--- src/rtl/mem_bist_ctrl.sv ---
// Memory BIST sequencer: writes a seeded address pattern into an R x C x N array, reads it back and counts mismatches.
// Optional first-failure capture ports are enabled with `define MEMBIST_FAIL_CAPTURE_EN.
module mem_bist_ctrl #(
   parameter int unsigned R = 4,
   parameter int unsigned C = 4,
   parameter int unsigned N = 4
) (
   input  logic                       clk,
   input  logic                       rst,
   input  logic                       start,
   input  logic [N-1:0]               seed,
   output logic                       busy,
   output logic                       done,
   output logic                       pass,
   output logic [$clog2(R*C+1)-1:0]   err_cnt,
   output logic                       req,
   output logic                       rw,
   output logic                       cs,
   output logic [N-1:0]               Qi,
   output logic [$clog2(R)-1:0]       ar,
   output logic [$clog2(C)-1:0]       ac,
`ifdef MEMBIST_FAIL_CAPTURE_EN
   output logic [$clog2(R)-1:0]       fail_ar,
   output logic [$clog2(C)-1:0]       fail_ac,
   output logic [N-1:0]               fail_data,
`endif
   input  logic [N-1:0]               Qa,
   input  logic                       valid
);

   localparam int unsigned RW    = $clog2(R);
   localparam int unsigned CW    = $clog2(C);
   localparam int unsigned EW    = $clog2(R*C+1);
   localparam int unsigned CELLS = R*C;

   typedef enum logic [2:0] {S_IDLE, S_WR, S_RD, S_CMP, S_DONE} state_e;

   state_e          state_q, state_d;
   logic [RW-1:0]   ar_q, ar_d;
   logic [CW-1:0]   ac_q, ac_d;
   logic [N-1:0]    seed_q, seed_d;
   logic [EW-1:0]   err_q, err_d;
   logic [N-1:0]    qi_q, qi_d;
   logic            req_q, req_d;
   logic            rw_q, rw_d;
   logic            cs_q, cs_d;
   logic            busy_q, busy_d;
   logic            done_q, done_d;
   logic            pass_q, pass_d;

   logic            last_col_c;
   logic            last_cell_c;
   logic [RW-1:0]   nxt_ar_c;
   logic [CW-1:0]   nxt_ac_c;
   logic            mismatch_c;

`ifdef MEMBIST_FAIL_CAPTURE_EN
   logic            fail_seen_q, fail_seen_d;
   logic [RW-1:0]   fail_ar_q, fail_ar_d;
   logic [CW-1:0]   fail_ac_q, fail_ac_d;
   logic [N-1:0]    fail_data_q, fail_data_d;
`endif

   // Pattern word for a cell: seed plus linear row-major index, truncated to N bits.
   function automatic logic [N-1:0] exp_word(input logic [N-1:0] s,
                                             input logic [RW-1:0] r,
                                             input logic [CW-1:0] c);
      return N'(32'(s) + 32'(r) * C + 32'(c));
   endfunction

   // Row-major address stepping, column fastest.
   always_comb begin
      last_col_c  = (ac_q == CW'(C-1));
      last_cell_c = last_col_c && (ar_q == RW'(R-1));
      nxt_ac_c    = last_col_c ? '0 : ac_q + CW'(1);
      nxt_ar_c    = last_col_c ? ar_q + RW'(1) : ar_q;
      mismatch_c  = !valid || (Qa != exp_word(seed_q, ar_q, ac_q));
   end

   always_comb begin
      state_d = state_q;
      ar_d    = ar_q;
      ac_d    = ac_q;
      seed_d  = seed_q;
      err_d   = err_q;
      qi_d    = '0;
      req_d   = 1'b0;
      rw_d    = 1'b0;
      cs_d    = 1'b0;
`ifdef MEMBIST_FAIL_CAPTURE_EN
      fail_seen_d = fail_seen_q;
      fail_ar_d   = fail_ar_q;
      fail_ac_d   = fail_ac_q;
      fail_data_d = fail_data_q;
`endif
      case (state_q)
         S_IDLE, S_DONE: begin
            ar_d = '0;
            ac_d = '0;
            if (start) begin
               seed_d  = seed;
               err_d   = '0;
               state_d = S_WR;
               cs_d    = 1'b1;
               req_d   = 1'b1;
               qi_d    = exp_word(seed, '0, '0);
`ifdef MEMBIST_FAIL_CAPTURE_EN
               fail_seen_d = 1'b0;
               fail_ar_d   = '0;
               fail_ac_d   = '0;
               fail_data_d = '0;
`endif
            end
         end
         S_WR: begin
            cs_d  = 1'b1;
            req_d = 1'b1;
            if (last_cell_c) begin
               state_d = S_RD;
               ar_d    = '0;
               ac_d    = '0;
               rw_d    = 1'b1;
            end else begin
               ar_d = nxt_ar_c;
               ac_d = nxt_ac_c;
               qi_d = exp_word(seed_q, nxt_ar_c, nxt_ac_c);
            end
         end
         S_RD: begin
            state_d = S_CMP;
            cs_d    = 1'b1;
         end
         S_CMP: begin
            if (mismatch_c && (err_q != EW'(CELLS))) begin
               err_d = err_q + EW'(1);
            end
`ifdef MEMBIST_FAIL_CAPTURE_EN
            if (mismatch_c && !fail_seen_q) begin
               fail_seen_d = 1'b1;
               fail_ar_d   = ar_q;
               fail_ac_d   = ac_q;
               fail_data_d = Qa;
            end
`endif
            if (last_cell_c) begin
               state_d = S_DONE;
               ar_d    = '0;
               ac_d    = '0;
            end else begin
               state_d = S_RD;
               ar_d    = nxt_ar_c;
               ac_d    = nxt_ac_c;
               cs_d    = 1'b1;
               req_d   = 1'b1;
               rw_d    = 1'b1;
            end
         end
         default: state_d = S_IDLE;
      endcase
      busy_d = (state_d == S_WR) || (state_d == S_RD) || (state_d == S_CMP);
      done_d = (state_d == S_DONE);
      pass_d = done_d && (err_d == '0);
   end

   always_ff @(posedge clk) begin
      if (rst) begin
         state_q <= S_IDLE;
         ar_q    <= '0;
         ac_q    <= '0;
         seed_q  <= '0;
         err_q   <= '0;
         qi_q    <= '0;
         req_q   <= 1'b0;
         rw_q    <= 1'b0;
         cs_q    <= 1'b0;
         busy_q  <= 1'b0;
         done_q  <= 1'b0;
         pass_q  <= 1'b0;
`ifdef MEMBIST_FAIL_CAPTURE_EN
         fail_seen_q <= 1'b0;
         fail_ar_q   <= '0;
         fail_ac_q   <= '0;
         fail_data_q <= '0;
`endif
      end else begin
         state_q <= state_d;
         ar_q    <= ar_d;
         ac_q    <= ac_d;
         seed_q  <= seed_d;
         err_q   <= err_d;
         qi_q    <= qi_d;
         req_q   <= req_d;
         rw_q    <= rw_d;
         cs_q    <= cs_d;
         busy_q  <= busy_d;
         done_q  <= done_d;
         pass_q  <= pass_d;
`ifdef MEMBIST_FAIL_CAPTURE_EN
         fail_seen_q <= fail_seen_d;
         fail_ar_q   <= fail_ar_d;
         fail_ac_q   <= fail_ac_d;
         fail_data_q <= fail_data_d;
`endif
      end
   end

   assign busy    = busy_q;
   assign done    = done_q;
   assign pass    = pass_q;
   assign err_cnt = err_q;
   assign req     = req_q;
   assign rw      = rw_q;
   assign cs      = cs_q;
   assign Qi      = qi_q;
   assign ar      = ar_q;
   assign ac      = ac_q;
`ifdef MEMBIST_FAIL_CAPTURE_EN
   assign fail_ar   = fail_ar_q;
   assign fail_ac   = fail_ac_q;
   assign fail_data = fail_data_q;
`endif

endmodule
--- config.mk ---
export PLATFORM = sky130hd
export DESIGN_NAME = mem_bist_ctrl
export DESIGN_NICKNAME = d
export VERILOG_FILES = /design/src/rtl/mem_bist_ctrl.sv
export SDC_FILE = /design/constraint.sdc
export NUM_CORES = 1
export LEC_CHECK = 0
export BUFFER_PORTS_ARGS = -buffer_cell sky130_fd_sc_hd__buf_4
export CAP_MARGIN = 20
export CORE_AREA = 2 2 60 62
export CTS_CLUSTER_SIZE = 28
export DETAILED_ROUTE_END_ITERATION = 16
export DIE_AREA = 0 0 62 64
export PLACE_DENSITY = 0.69
export SLEW_MARGIN = 0
export SYNTH_ARGS = -nofsm -noshare
export SYNTH_HDL_FRONTEND = slang
export SYNTH_SLANG_ARGS = --single-unit
export TNS_END_PERCENT = 30
--- constraint.sdc ---
create_clock -name clk -period 2.2 [get_ports clk]
set_input_delay 0.33 -clock clk [delete_from_list [all_inputs] [get_ports clk]]
set_output_delay 0.33 -clock clk [all_outputs]
set_load 0.005 [all_outputs]
==> run_results.csv <==
group,metric,value,unit
status,status,"completed",
timing,fin_skew,1.49,ps
logic_synthesis,avgSynthCellArea,8.54,sq um
placement,hpwl,2.37,mm
logic_synthesis,syn_inst,170,
timing,slew_headroom,0.678,
clock_tree,tritoncts,"yes",
final_layout,drive_gt1_frac,0.230,
logic_synthesis,ys_dominant_reg_cell,"dfxtp_1",
clock_tree,cts-root-buf,"clkbuf_4",
floorplanning,coreArea,3280,sq um
timing,max_freq,461,MHz
pwr,power.total,0.889,mW
pwr,power_density,497,nW/um^2
global_routing,met3_usage,0.0364,
drt,viasPerCell,5.11,
clock_tree,cts_setup_buffers,0,
clock_tree,clkLatencyLatePin,320,ps
pwr,ir_drop,0.261,mV
global_routing,use_met1,0.228,
worst_setup_path,rrSetupSlack,30,ps
drt,via_count,1256,
logic_synthesis,synthTopCellsByArea,"dfxtp_1, ha_1, nand2_1",
drt,drtAntennaViolNets,0,
pwr,p_leak,0.760,nW
worst_setup_path,worstPathMaxFanout,5,
clock_tree,cts_buffers,3,
global_routing,grt_pass1_wl,5.24,mm
clock_tree,clk_path_buf_depth,2,
worst_setup_path,start_kind,"flip-flop",
logic_synthesis,synth_top_area_share,0.358,
worst_setup_path,path_class,"reg2reg",
logic_synthesis,synth-seq-area-share,0.358,
final_layout,n_antenna_cell,0,
job,cap_violations,0,
timing,period_needed,2170,ps
logic_synthesis,ys_warn_count,0,
pwr,p_sw,0.228,mW
drt,routed_wl,3.09,mm
drt,firstDrtPassIters,6,
final_layout,syn2layout_area_growth,23.3,%
timing,slew_viol_final,0,
timing,setup-violations-final,0,
drt,drc,0,
global_routing,grt_max_degree,23,
floorplanning,die_w,62,microns
global_routing,grtUsageMet2,0.270,
pwr,swShare,0.257,
global_routing,gr-total-overflow,0,
logic_synthesis,synth_commonest_cells,"dfxtp_1, nand2_1, a21oi_1",
global_routing,busiest_layer,"met2",
global_routing,grt_pass1_vias,1212,
timing,fin_tns_setup,0,ps
logic_synthesis,ys_types,34,
placement,io_buffers,30,
floorplanning,start_util,0.442,
clock_tree,htreeDepth,1,
global_routing,grt_usage,0.174,
global_routing,grt_antenna_before_repair,0,
pwr,power_frac_comb,0.162,
logic_synthesis,synth-seq-cells,26,
timing,hold_violations,0,
logic_synthesis,syn-cell-area,1450,sq um
timing,finalCritPeriodShare,0.986,
drt,routedWlPerCell,12.6,microns
final_layout,nFillCells,306,
logic_synthesis,syn_nets,194,
drt,drt_iter0_drc,35,
logic_synthesis,synth_top_area_cell,"dfxtp_1",
hold_path,min_path_type,"in2reg",
worst_setup_path,required,2450,ps
timing,rsz0062_at_grt,"true",
final_layout,layout.nets,225,
worst_setup_path,end_kind,"flip-flop",
pwr,pwr-share-clk,0.275,
logic_synthesis,synth_edf_count,0,
clock_tree,clock-sinks,26,
floorplanning,die_h,64,microns
floorplanning,die-area,3970,sq um
timing,tightest_slew,479,ps
clock_tree,cts-hold-fix-buffers,0,
logic_synthesis,synthArstFlopShare,0,
clock_tree,clk_pin_slew,140,ps
floorplanning,fp-row-count,21,
pwr,pwr-share-seq,0.562,
worst_setup_path,cp.arrival,2420,ps
floorplanning,pin_count,31,
placement,place_congestion,0.935,
pwr,p_int,0.661,mW
timing,timing.hold.ws,263,ps
==> final timing paths <==
kind	end	cells past startpoint	from
worst max register to register	pass	9	ac[0]
worst max-delay path	pass	9	ac[0]
worst min-delay path	seed_q[0]	3	seed[0]
worst min register to register	seed_q[0]	2	seed_q[0]
==> power by group through the flow <==
stage	combinational [mW]	sequential, mW	clock [mW]
after global routing	0.163	0.503	0.274
after global placement	0.137	0.509	0
after floorplan	0.0864	0.509	0
final	0.144	0.500	0.245
after CTS	0.144	0.500	0.251
after detailed placement	0.142	0.510	0
==> routing by layer <==
metal  up-vias  wire length (microns)
met4         0                     54
met1       576                   1450
li1        646                      -
met5         -                      0
met3         6                    128
met2        28                   1450
==> cells in the final DEF (no fill, tap or decap), types with 2 or more instances in the layout <==
cell type,count
a21o_1,2
nand2_1,26
xnor2_1,5
fa_1,2
ha_1,10
nor3_1,5
dfxtp_1,25
o21ai_0,3
mux2_1,2
mux2i_1,3
a22oi_1,3
nor2_1,14
xor2_1,4
clkbuf_4,3
nand3_1,7
buf_4,34
and2_1,2
inv_1,7
nor4b_1,3
a21oi_1,18
nand2b_1,4
==> per-stage QoR <==
stage	instances	setup slack (ps)	instance area, sq um	utilization
5_1_grt	246	-112	1790	0.545
6_report	246	30.6	1790	0.545
2_1_floorplan	170	96.3	1450	-
3_5_place_dp	242	-1.31	1740	0.528
3_3_place_gp	242	89.6	1740	0.528
4_1_cts	246	15.9	1770	0.540
==> cell families (layout without fill, tap and decap cells) <==
group / count (synthesis) / count (layout) / share of synthesized area
mux: 5 / 5 / 0.0362
fa+ha+maj: 12 / 12 / 0.114
simple gates: 68 / 68 / 0.223
buf+inv: 15 / 45 / 0.0388
xor+xnor: 11 / 11 / 0.0758
compound gates: 33 / 33 / 0.154
flops: 26 / 26 / 0.358
==> registers in the layout, summed over array words and instances, names as in the netlist <==
| register | flops |
|---|---|
| err_cnt | 5 |
| Qi | 4 |
| seed_q | 4 |
| state_q | 3 |
| ac | 2 |
| ar | 2 |
| busy | 1 |
| cs | 1 |
| done | 1 |
| pass | 1 |
| req | 1 |
| rw | 1 |
==> worst max-delay path: stages (launching register included) <==
cell       delay (ps)
dfxtp_1           360
ha_1              170
inv_1              50
fa_1              520
xnor2_2           120
nor2_2             70
o2111ai_4         150
nand2_2           130
a311o_1           300
a221oi_2          220
==> cell type report <==
class	instances	area [sq um]	area share
Multi-Input combinational cell	129	893	0.499
Sequential cell	26	522	0.291
Timing Repair Buffer	34	255	0.143
Tap cell	46	57.6	0.0321
Clock buffer	4	36.3	0.0203
Inverter	7	26.3	0.0147
==> what timing repair did <==
action                                  CTS  global route
gates resized for setup                   1             3
pin swaps                                 0             4
endpoints found under the setup margin    3             4
(Power assumes the default switching activity.)
